`src/rtl/piso_loader_pkg.sv`:
```
// Shared definitions for the parallel-in / serial-out loader: state encoding
// and a width helper for its counters.
package piso_pkg;

   typedef enum logic [1:0] {
      ST_IDLE  = 2'd0,
      ST_SHIFT = 2'd1,
      ST_GAP   = 2'd2
   } state_t;

   localparam int GAP_CNT_W = 4;

   // Bits needed to count 0..value-1, never less than one.
   function automatic int clog2(input int value);
      int width;
      width = 1;
      for (int i = 1; i < 31; i++) begin
         if ((32'sd1 <<< i) < value) begin
            width = i + 1;
         end else begin
            width = width;
         end
      end
      return width;
   endfunction

endpackage

```
`src/rtl/piso_loader_mod_counter.sv`:
```
// Up-counter with synchronous clear, load-to-zero and terminal-count flag.
// It stops at MOD-1 and only leaves that value through an explicit reload.
module mod_counter #(
   parameter int MOD = 8,
   parameter int W   = 3
) (
   input  logic         clk,
   input  logic         clr_n,
   input  logic         load_zero,
   input  logic         en,
   output logic [W-1:0] cnt,
   output logic         tc
);

   localparam logic [W-1:0] TC_VAL = W'(MOD - 1);

   logic [W-1:0] cnt_r;

   // Count register: clear has priority, then reload, then saturating increment.
   always_ff @(posedge clk) begin
      if (!clr_n) begin
         cnt_r <= '0;
      end else if (load_zero) begin
         cnt_r <= '0;
      end else if (en && (cnt_r != TC_VAL)) begin
         cnt_r <= cnt_r + W'(1);
      end else begin
         cnt_r <= cnt_r;
      end
   end

   assign cnt = cnt_r;
   assign tc  = (cnt_r == TC_VAL);

endmodule

```
`src/rtl/piso_loader.sv`:
```
// Serializes N-bit words accepted over valid/ready into a one-bit stream with
// a per-bit qualifier, a last-bit flag and an optional idle gap between words.
module piso_loader
   import piso_pkg::*;
#(
   parameter int N         = 8,
   parameter int LSB_FIRST = 0,
   parameter int GAP       = 0
) (
   input  logic         clk,
   input  logic         clr_n,
   input  logic [N-1:0] din,
   input  logic         din_valid,
   output logic         din_ready,
   output logic         sout,
   output logic         sout_valid,
   output logic         last,
   output logic         busy
);

   localparam int CW = clog2(N);
   localparam logic [CW-1:0] BEFORE_LAST = CW'(N - 2);

   state_t         state_r, state_s;
   logic [N-1:0]   hold_r, hold_s;
   logic           sout_r, sout_s;
   logic           sout_valid_r, sout_valid_s;
   logic           last_r, last_s;
   logic           busy_r;
   logic           ready_s;
   logic           bit_load_s, bit_en_s, bit_tc_s;
   logic [CW-1:0]  bit_cnt_s;
   logic           gap_load_s, gap_en_s, gap_tc_s;

   function automatic logic head_bit(input logic [N-1:0] v);
      if (LSB_FIRST != 0) begin
         return v[0];
      end else begin
         return v[N-1];
      end
   endfunction

   // The holding register always keeps the next bit to send at the output end.
   function automatic logic [N-1:0] shift_word(input logic [N-1:0] v);
      if (LSB_FIRST != 0) begin
         return {1'b0, v[N-1:1]};
      end else begin
         return {v[N-2:0], 1'b0};
      end
   endfunction

   mod_counter #(.MOD(N), .W(CW)) u_bit_cnt (
      .clk       (clk),
      .clr_n     (clr_n),
      .load_zero (bit_load_s),
      .en        (bit_en_s),
      .cnt       (bit_cnt_s),
      .tc        (bit_tc_s)
   );

   generate
      if (GAP > 0) begin : g_gap
         logic [GAP_CNT_W-1:0] unused_gap_cnt_s;
         mod_counter #(.MOD(GAP), .W(GAP_CNT_W)) u_gap_cnt (
            .clk       (clk),
            .clr_n     (clr_n),
            .load_zero (gap_load_s),
            .en        (gap_en_s),
            .cnt       (unused_gap_cnt_s),
            .tc        (gap_tc_s)
         );
      end else begin : g_no_gap
         logic unused_gap_s;
         assign unused_gap_s = gap_load_s ^ gap_en_s;
         assign gap_tc_s     = 1'b1;
      end
   endgenerate

   // Next-state, next-output and counter control.
   always_comb begin
      state_s      = state_r;
      hold_s       = hold_r;
      sout_s       = 1'b0;
      sout_valid_s = 1'b0;
      last_s       = 1'b0;
      ready_s      = 1'b0;
      bit_load_s   = 1'b0;
      bit_en_s     = 1'b0;
      gap_load_s   = 1'b0;
      gap_en_s     = 1'b0;
      case (state_r)
         ST_IDLE: begin
            ready_s = 1'b1;
            if (din_valid) begin
               state_s      = ST_SHIFT;
               hold_s       = shift_word(din);
               sout_s       = head_bit(din);
               sout_valid_s = 1'b1;
               bit_load_s   = 1'b1;
            end else begin
               state_s = ST_IDLE;
            end
         end
         ST_SHIFT: begin
            ready_s = (GAP == 0) && bit_tc_s;
            if (!bit_tc_s) begin
               hold_s       = shift_word(hold_r);
               sout_s       = head_bit(hold_r);
               sout_valid_s = 1'b1;
               last_s       = (bit_cnt_s == BEFORE_LAST);
               bit_en_s     = 1'b1;
            end else if (ready_s && din_valid) begin
               // Back-to-back reload keeps the stream free of bubbles.
               state_s      = ST_SHIFT;
               hold_s       = shift_word(din);
               sout_s       = head_bit(din);
               sout_valid_s = 1'b1;
               bit_load_s   = 1'b1;
            end else if (GAP > 0) begin
               state_s    = ST_GAP;
               gap_load_s = 1'b1;
            end else begin
               state_s = ST_IDLE;
            end
         end
         ST_GAP: begin
            if (gap_tc_s) begin
               state_s = ST_IDLE;
            end else begin
               gap_en_s = 1'b1;
            end
         end
         default: begin
            state_s = ST_IDLE;
         end
      endcase
   end

   // State, holding register and registered outputs.
   always_ff @(posedge clk) begin
      if (!clr_n) begin
         state_r      <= ST_IDLE;
         hold_r       <= '0;
         sout_r       <= 1'b0;
         sout_valid_r <= 1'b0;
         last_r       <= 1'b0;
         busy_r       <= 1'b0;
      end else begin
         state_r      <= state_s;
         hold_r       <= hold_s;
         sout_r       <= sout_s;
         sout_valid_r <= sout_valid_s;
         last_r       <= last_s;
         busy_r       <= (state_s != ST_IDLE);
      end
   end

   assign din_ready  = ready_s;
   assign sout       = sout_r;
   assign sout_valid = sout_valid_r;
   assign last       = last_r;
   assign busy       = busy_r;

endmodule
```
`config.mk`:
```
export PLATFORM = sky130hd
export DESIGN_NAME = piso_loader
export DESIGN_NICKNAME = d
export VERILOG_FILES = /design/src/rtl/piso_loader_pkg.sv /design/src/rtl/piso_loader_mod_counter.sv /design/src/rtl/piso_loader.sv
export SDC_FILE = /design/constraint.sdc
export NUM_CORES = 1
export LEC_CHECK = 0
export BUFFER_PORTS_ARGS = -buffer_cell sky130_fd_sc_hd__buf_2
export CAP_MARGIN = 20
export CORE_UTILIZATION = 44
export CTS_CLUSTER_DIAMETER = 100
export CTS_CLUSTER_SIZE = 30
export DETAILED_ROUTE_END_ITERATION = 8
export PLACE_DENSITY_LB_ADDON = 0.2
export SYNTH_ARGS = -nofsm -noshare
export SYNTH_HDL_FRONTEND = slang
export SYNTH_HIERARCHICAL = 1
export SYNTH_SLANG_ARGS = --single-unit
```
`constraint.sdc`:
```
create_clock -name clk -period 1.75 [get_ports clk]
set_clock_uncertainty 0.05 [all_clocks]
set_input_delay 0.0875 -clock clk [delete_from_list [all_inputs] [get_ports clk]]
set_output_delay 0.0875 -clock clk [all_outputs]
set_load 0.03 [all_outputs]
```
==> key figures, run 1 <==
Status
  • Status: complete, no violations

STA
  • Final setup vio count: 0
  • Final setup margin: 0.0671 ns
  • Slew Viols, Final: 0
  • Min Tclk post-route: 1.68 ns
  • RSZ-0062 raised after global routing: true
  • Final setup TNS: 0 ns
  • Final-report hold violation count: 0
  • Max Clock Freq: 594 MHz
  • Period utilisation layout: 96.2%

Clock tree
  • CTS tree: built
  • Clock Path Buffers: 2
  • Root buf cell: clkbuf_4
  • Max H-tree Level: 1
  • Clock Pin Slew Worst Setup and Hold Paths: 0.09 ns
  • Clk sink count: 16
  • Clock Latency Late Sink: 0.28 ns
  • Post-CTS Setup Bufs: 0
  • PostCTS Resize Cnt: 0
  • TritonCTS Buffers: 3

Place
  • Port bufs: 15
  • Setup WS pre-CTS: 0.0774 ns
  • GPL Wtd Cong: 0.721
  • DP HPWL: 849 um

Floorplan
  • Die area: 1670 um2
  • Initial Util: 49.1%
  • Row cnt: 13
  • Die width: 40.8 um
  • I/O pin count: 16
  • Die H: 40.8 um
  • Floorplan core area: 1350 um2

Worst setup path
  • CP Capture Type: flip-flop
  • Worst Path Required: 1.88 ns
  • Crit Path Max Fanout: 4
  • CP arrival: 1.81 ns
  • Critical path class: flip-flop to flip-flop
  • Startpoint types: flip-flop

Global routing
  • First-pass GRT wire length: 1.73 mm
  • Antenna violations before repair: 0
  • Total grt overflow: 0
  • Largest net degree at the start of global routing: 13
  • Vias in the first global route: 418
  • Overall Global Routing Usage: 16.2%

Detailed routing
  • DR vias: 488
  • DR iter-0 viols: 5
  • Routed vias/inst: 4.88
  • Antenna viol nets, final: 0
  • Drt drc: 0
  • WL/cell: 11.5 um
  • Drt first pass iters: 2
  • Total Routed Length: 1.15 mm

Logic synthesis
  • Synth Area per Inst: 9.90 um2
  • Syn nets: 80
  • EDFF count, synth: 0
  • Compound-gate portion of the synthesized area: 13.0%
  • Biggest area consumer among synthesized cells: dfxtp_1
  • Cells after synthesis: 67
  • Synth Cell Area: 663 um2
  • Mux cell area share after synthesis: 12.1%
  • Top cell type's share of synthesized area: 48.3%
  • Post-Synth Simple-Gate Area: 17.5%
  • Register area share after synthesis: 48.3%
  • Largest cells by area after synthesis: dfxtp_1 48%, mux2i_1 12%, a21oi_1 5.3%, nor2_1 5.1%, ha_1 3.8%
  • #FFs+latches synth: 16
  • Fraction of synthesized cell area in xor and xnor cells: 1.32%
  • Synth warn: 6
  • Ys flop type: dfxtp_1
  • Combinational family with the most area after synthesis: simple AND/OR/NAND/NOR gates
  • Synth cell types: 24
  • Adder-cell share of the synthesized area: 3.77%
  • Post-synthesis async set-or-reset flop share: 0%

Pwr
  • Total power: 0.000660 W
  • Peak VDD IR: 0.454 mV
  • Cell Pwr Density: 819 nW/um2
  • Lkg Pwr: 0.366 nW

Finish
  • Share of layout cells above drive strength 1: 31.8%
  • Ant. Diodes: 0
  • FF/Latch Area: 323 um2
  • Fill count: 128
  • Nets: 100
  • Multi-input logic area: 345 um2
  • Layout area overhead: 21.5%

Run
  • Maxcap violations: 0

Min path
  • Hold crit path type: primary input to flip-flop
## critical path, cell delays in order (launching register included)
cell and delay (ns):
dfxtp_2 0.35, ha_4 0.16, ha_4 0.17, or3b_4 0.38
inv_2 0.05, nor2b_4 0.18, mux2i_1 0.20, nor2_1 0.05
## final timing paths
kind                     from                to  slack, ns  cells past startpoint
max          u_bit_cnt/cnt[0]  u_bit_cnt/cnt[1]       0.07                      7
min                    din[7]              sout       0.03                      3
max reg2reg  u_bit_cnt/cnt[0]  u_bit_cnt/cnt[1]       0.07                      7
min reg2reg         hold_r[7]              sout       0.43                      2
## through the flow
stage | instance area [um2] | util, % | std cells | hold WS [ns]
floorplan | 691 | - | 67 | 0.148
global placement | 773 | 57.3 | 96 | 0.282
detailed placement | 773 | 57.3 | 96 | 0.290
CTS | 806 | 59.7 | 100 | 0.0242
global route | 806 | 59.7 | 100 | 0.0287
finish | 806 | 59.7 | 100 | 0.0319
## metal layers
metal / share of wire, % / up-vias / track usage [%]
li1: - / 266 / -
met1: 54 / 210 / 21.6
met2: 42 / 10 / 23.4
met3: 3.8 / 2 / 3.26
met4: 0.70 / 0 / 10.0
met5: 0 / - / 0
## synthesized netlist by cell type (2+ instances only)
cell	number
dfxtp_1	16
nor2_1	9
mux2i_1	8
a21oi_1	7
nand2b_1	3
o21ai_0	3
ha_1	2
nand2_1	2
o21ai_1	2
## power breakdown
part	switching, W	internal, W	leakage, nW	total, W
logic	0.0000425	0.0000369	0.220	0.0000794
clock network	0.000111	0.0000799	0.0138	0.000191
registers	0.00000909	0.000381	0.132	0.000390
## layout make-up
class / instances / area share [%]
Clock buffer: 3 / 2.80
Inverter: 1 / 0.466
Multi-Input combinational cell: 48 / 42.9
Sequential cell: 16 / 40.1
Tap cell: 15 / 2.33
Timing Repair Buffer: 17 / 11.5
## cell usage in the layout, fill, tap and decap left out
| cell type | instances |
|---|---|
| buf_4 | 1 |
| dfxtp_2 | 2 |
| nand2_1 | 2 |
| or2b_1 | 1 |
| o21ai_1 | 2 |
| buf_2 | 15 |
| and2_1 | 1 |
| xnor2_1 | 1 |
| ha_4 | 2 |
| a21oi_1 | 7 |
| o21ai_0 | 3 |
| dfxtp_1 | 14 |
| or3b_4 | 1 |
| nor2_1 | 9 |
| a32o_1 | 1 |
| o21bai_1 | 1 |
| clkbuf_4 | 3 |
| mux2i_1 | 8 |
| nor2b_1 | 1 |
| conb_1 | 1 |
| dlygate4sd3_1 | 1 |
| inv_2 | 1 |
| nand2b_1 | 3 |
| nor2b_4 | 1 |
| o21ai_2 | 1 |
| nand3_1 | 1 |
| nor4_1 | 1 |
## timing repair
item,in CTS,in global routing
hold endpoints to repair,1,0
hold buffers,1,0
endpoints found under the setup margin,0,1
## state kept, by name, indices dropped and copies added (netlist names)
signal         count
hold_r             7
u_bit_cnt/cnt      3
state_r            2
busy               1
last               1
sout               1
sout_valid         1
## cells by family after synthesis
logic type / after synthesis
xor gates and xnor gates: 1
AOI/OAI and AO/OA: 15
adders and majority gates: 2
muxes: 8
other: 1
buffers and inverters: 3
DFF: 16
and+or+nand+nor: 21
No activity file was read; power rests on OpenSTA's default activity.
==> run 2: changes to the inputs <==
==> constraint.sdc (replaced) <==
create_clock -name clk -period 1.75 [get_ports clk]
set_clock_uncertainty 0.05 [all_clocks]
set_input_delay 0.2625 -clock clk [delete_from_list [all_inputs] [get_ports clk]]
set_output_delay 0.2625 -clock clk [all_outputs]
set_load 0.03 [all_outputs]
==> key figures, run 2 (synthesis gave the netlist of run 1 again) <==
Status
  • Status: complete, no violations (unchanged)

Floorplan
  • Floorplan core area: 1350 um2 (unchanged)
  • Die H: 40.8 um (unchanged)
  • Initial Util: 49.1% (unchanged)
  • I/O pin count: 16 (unchanged)
  • Die width: 40.8 um (unchanged)
  • Die area: 1670 um2 (unchanged)
  • Row cnt: 13 (unchanged)

Finish
  • Most frequent cells in the layout: 15 x buf_2, 14 x dfxtp_1, 9 x nor2_1, 8 x mux2i_1, 7 x a21oi_1 (unchanged)
  • Post-layout util: 59.5% (was 59.7%)
  • Nets: 99 (was 100)
  • Share of layout cells above drive strength 1: 33.3% (was 31.8%)
  • Max reg flops: 7 (unchanged)
  • Most common cell after layout, fill and taps aside: buf_2 (unchanged)
  • Layout area overhead: 21.1% (was 21.5%)
  • Ant. Diodes: 0 (unchanged)
  • Final std cells w/o fill: 99 (was 100)
  • Largest reg by FF count: hold_r (unchanged)

Worst setup path
  • Flop2flop setup slack: 0.06 ns (was 0.07 ns)
  • Crit Path Max Fanout: 4 (unchanged)
  • Worst Path Required: 1.88 ns (about the same)
  • CP Capture Type: flip-flop (unchanged)
  • Startpoint types: flip-flop (unchanged)
  • Critical path class: flip-flop to flip-flop (unchanged)
  • CP arrival: 1.82 ns (was 1.81 ns)

Detailed routing
  • Antenna viol nets, final: 0 (unchanged)
  • DR vias: 493 (was 488)
  • WL/cell: 11.9 um (was 11.5 um)
  • DR iter-0 viols: 6 (was 5)
  • Total Routed Length: 1.18 mm (was 1.15 mm)
  • Drt first pass iters: 4 (was 2)
  • Drt drc: 0 (unchanged)
  • Routed vias/inst: 4.98 (was 4.88)

Clock tree
  • Max H-tree Level: 1 (unchanged)
  • Clock Pin Slew Worst Setup and Hold Paths: 0.09 ns (about the same)
  • CTS tree: built (unchanged)
  • Clk sink count: 16 (unchanged)
  • Post-CTS Setup Bufs: 0 (unchanged)
  • Clock Path Buffers: 2 (unchanged)
  • Hold bufs inserted after CTS: 0 (was 1)
  • Root buf cell: clkbuf_4 (unchanged)
  • Clock Latency Late Sink: 0.28 ns (about the same)
  • TritonCTS Buffers: 3 (unchanged)

STA
  • Period utilisation layout: 96.6% (was 96.2%)
  • Final-report hold violation count: 0 (unchanged)
  • Final setup vio count: 0 (unchanged)
  • Max Clock Freq: 592 MHz (was 594 MHz)
  • RSZ-0062 raised after global routing: true (unchanged)
  • Min Tclk post-route: 1.69 ns (was 1.68 ns)
  • Final setup margin: 0.0597 ns (was 0.0671 ns)
  • Slew Viols, Final: 0 (unchanged)

Min path
  • Hold crit path type: primary input to flip-flop (unchanged)

Place
  • DP HPWL: 849 um (unchanged)
  • GPL Wtd Cong: 0.721 (unchanged)
  • Setup WS pre-CTS: 0.0774 ns (unchanged)
  • Port bufs: 15 (unchanged)
  • # placed instances: 96 (unchanged)

Global routing
  • Antenna violations before repair: 0 (unchanged)
  • Overall Global Routing Usage: 16.4% (was 16.2%)
  • Total grt overflow: 0 (unchanged)
  • Vias in the first global route: 417 (was 418)
  • Largest net degree at the start of global routing: 13 (unchanged)
  • First-pass GRT wire length: 1.75 mm (was 1.73 mm)

Run
  • Maxcap violations: 0 (unchanged)

Pwr
  • Cell Pwr Density: 826 nW/um2 (was 819 nW/um2)
  • Lkg Pwr: 0.364 nW (was 0.366 nW)
  • Peak VDD IR: 0.454 mV (about the same)
  • Total power: 0.000663 W (was 0.000660 W)
## run 2: cell count changes in the layout (fill, tap and decap cells not counted)
cell | previous run | this run
dlygate4sd3_1 | 1 | 0
nor2b_1 | 1 | 0
nor2b_4 | 1 | 2
## run 2: cell type report
| class | count | area, um2 |
|---|---|---|
| Clock buffer | 3 | 22.5 |
| Fill cell | 127 | 547 |
| Sequential cell | 16 | 323 |
| Multi-Input combinational cell | 48 | 353 |
| Inverter | 1 | 3.75 |
| Tap cell | 15 | 18.8 |
| Timing Repair Buffer | 16 | 82.6 |
## run 2: through the flow
| step | TNS (ns) | hold slack, ns | area (um2) |
|---|---|---|---|
| 6_report | 0 | 0.168 | 803 |
| 5_1_grt | -0.0230 | 0.165 | 803 |
| 4_1_cts | 0 | 0.159 | 798 |
| 3_5_place_dp | 0 | 0.410 | 773 |
| 3_3_place_gp | 0 | 0.393 | 773 |
| 2_1_floorplan | -0.00868 | 0.323 | 691 |
## run 2: critical path, cell delays in order, from the launching register on
cell,delay (ns)
dfxtp_2,0.35
ha_4,0.16
ha_4,0.17
or3b_4,0.38
inv_2,0.05
nor2b_4,0.17
mux2i_1,0.20
nor2_1,0.05
## run 2: what timing repair did
item                                    CTS  global route
hold endpoints to repair                  0             0
resized for setup                         1             1
endpoints found under the setup margin    1             3
## run 2: final timing paths
kind                         start          endpoint  depth (start not counted)
setup / recovery  u_bit_cnt/cnt[0]  u_bit_cnt/cnt[1]                          7
hold / removal              din[0]         hold_r[1]                          2
setup reg to reg  u_bit_cnt/cnt[0]  u_bit_cnt/cnt[1]                          7
hold reg to reg   u_bit_cnt/cnt[0]              last                          1
## run 2: routing by layer
layer / vias up / track usage, % / share of wire (%)
li1: 264 / - / -
met1: 211 / 22.3 / 50
met2: 16 / 23.4 / 42
met3: 2 / 3.26 / 7.2
met4: 0 / 10.0 / 0.68
met5: - / 0 / 0
## run 2: where the power goes
| group | total, W | switching, W | leakage, nW | internal (W) |
|---|---|---|---|---|
| Sequential | 0.000390 | 0.00000926 | 0.132 | 0.000381 |
| Combinational | 0.0000789 | 0.0000424 | 0.218 | 0.0000365 |
| Clock | 0.000194 | 0.000114 | 0.0138 | 0.0000799 |
==> run 3: changes to the inputs <==
RECOVER_POWER = 100   (was not set)
==> key figures, run 3 (synthesis gave the netlist of run 1 again) <==
Worst setup path
  • Reg-to-Reg End: u_bit_cnt/cnt[1] (unchanged)
  • Worst r2r src: u_bit_cnt/cnt[0] (unchanged)
  • Critical path class: flip-flop to flip-flop (unchanged)
  • Crit path to: u_bit_cnt/cnt[1] (unchanged)
  • Startpoint types: flip-flop (unchanged)
  • CP arrival: 1.83 ns (was 1.82 ns)
  • Worst Path Required: 1.88 ns (about the same)
  • CP Capture Type: flip-flop (unchanged)
  • Setup crit start: u_bit_cnt/cnt[0] (unchanged)
  • Reg2Reg Depth: 7 (unchanged)
  • Flop2flop setup slack: 0.06 ns (about the same)
  • Crit Path Max Fanout: 4 (unchanged)

STA
  • RSZ-0062 raised after global routing: true (unchanged)
  • Final setup TNS: 0 ns (unchanged)
  • Period utilisation layout: 96.8% (was 96.6%)
  • Max Clock Freq: 591 MHz (was 592 MHz)
  • Min Tclk post-route: 1.69 ns (about the same)
  • Slew Viols, Final: 0 (unchanged)
  • Hold_ws: 0.168 ns (about the same)
  • Final setup vio count: 0 (unchanged)
  • Final-report hold violation count: 0 (unchanged)
  • Final setup margin: 0.0567 ns (was 0.0597 ns)

Finish
  • Nets: 99 (unchanged)
  • Layout area overhead: 20.4% (was 21.1%)
  • Multi-input logic area: 353 um2 (unchanged)
  • FF/Latch Area: 323 um2 (unchanged)
  • Fill count: 130 (was 127)
  • Largest reg by FF count: hold_r (unchanged)
  • Most common cell after layout, fill and taps aside: dfxtp_1 (was buf_2)
  • Share of layout cells above drive strength 1: 28.6% (was 33.3%)
  • Max reg flops: 7 (unchanged)
  • Most frequent cells in the layout: 14 x dfxtp_1, 11 x buf_2, 9 x nor2_1, 8 x mux2i_1, 7 x a21oi_1 (was 15 x buf_2, 14 x dfxtp_1, 9 x nor2_1, 8 x mux2i_1, 7 x a21oi_1)
  • Ant. Diodes: 0 (unchanged)

Clock tree
  • CTS tree: built (unchanged)
  • TritonCTS Buffers: 3 (unchanged)
  • Root buf cell: clkbuf_4 (unchanged)
  • Max H-tree Level: 1 (unchanged)
  • Clock Path Buffers: 2 (unchanged)
  • Clock Latency Late Sink: 0.28 ns (about the same)
  • Post-CTS Setup Bufs: 0 (unchanged)
  • Clock Pin Slew Worst Setup and Hold Paths: 0.09 ns (about the same)
  • Clk sink count: 16 (unchanged)

Pwr
  • Peak VDD IR: 0.454 mV (about the same)
  • Total power: 0.000663 W (about the same)
  • Lkg Pwr: 0.347 nW (was 0.364 nW)
  • Cell Pwr Density: 831 nW/um2 (was 826 nW/um2)

Global routing
  • Overall Global Routing Usage: 16.4% (unchanged)
  • Vias in the first global route: 417 (unchanged)
  • Antenna violations before repair: 0 (unchanged)
  • Largest net degree at the start of global routing: 13 (unchanged)
  • Total grt overflow: 0 (unchanged)
  • First-pass GRT wire length: 1.75 mm (unchanged)

Floorplan
  • Row cnt: 13 (unchanged)
  • Die width: 40.8 um (unchanged)
  • Die H: 40.8 um (unchanged)
  • Floorplan core area: 1350 um2 (unchanged)
  • Die area: 1670 um2 (unchanged)
  • I/O pin count: 16 (unchanged)
  • Initial Util: 49.1% (unchanged)

Detailed routing
  • Drt drc: 0 (unchanged)
  • Antenna viol nets, final: 0 (unchanged)
  • Drt first pass iters: 4 (unchanged)
  • Routed vias/inst: 4.99 (was 4.98)
  • DR vias: 494 (was 493)
  • WL/cell: 12.0 um (was 11.9 um)
  • DR iter-0 viols: 7 (was 6)
  • Total Routed Length: 1.19 mm (was 1.18 mm)

Place
  • Port bufs: 15 (unchanged)
  • DP HPWL: 849 um (unchanged)
  • GPL Wtd Cong: 0.721 (unchanged)
  • Setup WS pre-CTS: 0.0774 ns (unchanged)

Run
  • Maxcap violations: 0 (unchanged)

Min path
  • Hold crit path type: primary input to flip-flop (unchanged)

Status
  • Status: complete, no violations (unchanged)
[run 3: changes by cell type in the layout (fill, tap and decap cells not counted)]
| cell | delta |
|---|---|
| buf_2 | -4 |
| clkbuf_1 | +4 |
[run 3: metal layers]
metal | vias to the layer above | share of wire (%) | global-route usage (%)
met5 | - | 0 | 0
met4 | 0 | 0.67 | 10.0
met3 | 2 | 7.2 | 3.26
met2 | 16 | 42 | 23.4
met1 | 212 | 50 | 22.3
li1 | 264 | - | -
[run 3: per-stage QoR]
step	cells	area, um2	utilization (%)
global placement	96	773	57.3
CTS	99	798	59.1
global route	99	798	59.1
floorplan	67	691	-
detailed placement	96	773	57.3
finish	99	798	59.1
[run 3: final cells by class]
class	count	area share [%]
multi-input combinational	48	44.2
sequential	16	40.4
timing repair buffer	16	9.72
clock buffer	3	2.82
tap	15	2.35
inverter	1	0.470
[run 3: repair_timing]
item / in CTS / in global routing
hold buffers: 0 / 0
resized for setup: 1 / 1
endpoints found under the setup margin: 1 / 3
[run 3: worst max-delay path, stage by stage (launching register included)]
cell	delay (ns)
dfxtp_2	0.35
ha_4	0.16
ha_4	0.17
or3b_4	0.38
inv_2	0.05
nor2b_4	0.17
mux2i_1	0.20
nor2_1	0.05
[run 3: report_power, final]
| group | total (W) | internal, W | switching, W |
|---|---|---|---|
| Sequential | 0.000390 | 0.000381 | 0.00000937 |
| Combinational | 0.0000782 | 0.0000357 | 0.0000425 |
| Clock | 0.000195 | 0.0000799 | 0.000115 |
[run 3: how the worst min path moves through the flow]
| stage | start | endpoint | slack [ns] | cells past startpoint |
|---|---|---|---|---|
| 2_1_floorplan | clr_n | hold_r[3] | 0.32 | 2 |
| 3_3_place_gp | hold_r[7] | sout | 0.39 | 2 |
| 3_5_place_dp | hold_r[7] | sout | 0.41 | 2 |
| 4_1_cts | din[0] | hold_r[1] | 0.16 | 2 |
| 5_1_grt | din[0] | hold_r[1] | 0.16 | 2 |
| 6_report | din[0] | hold_r[1] | 0.17 | 2 |
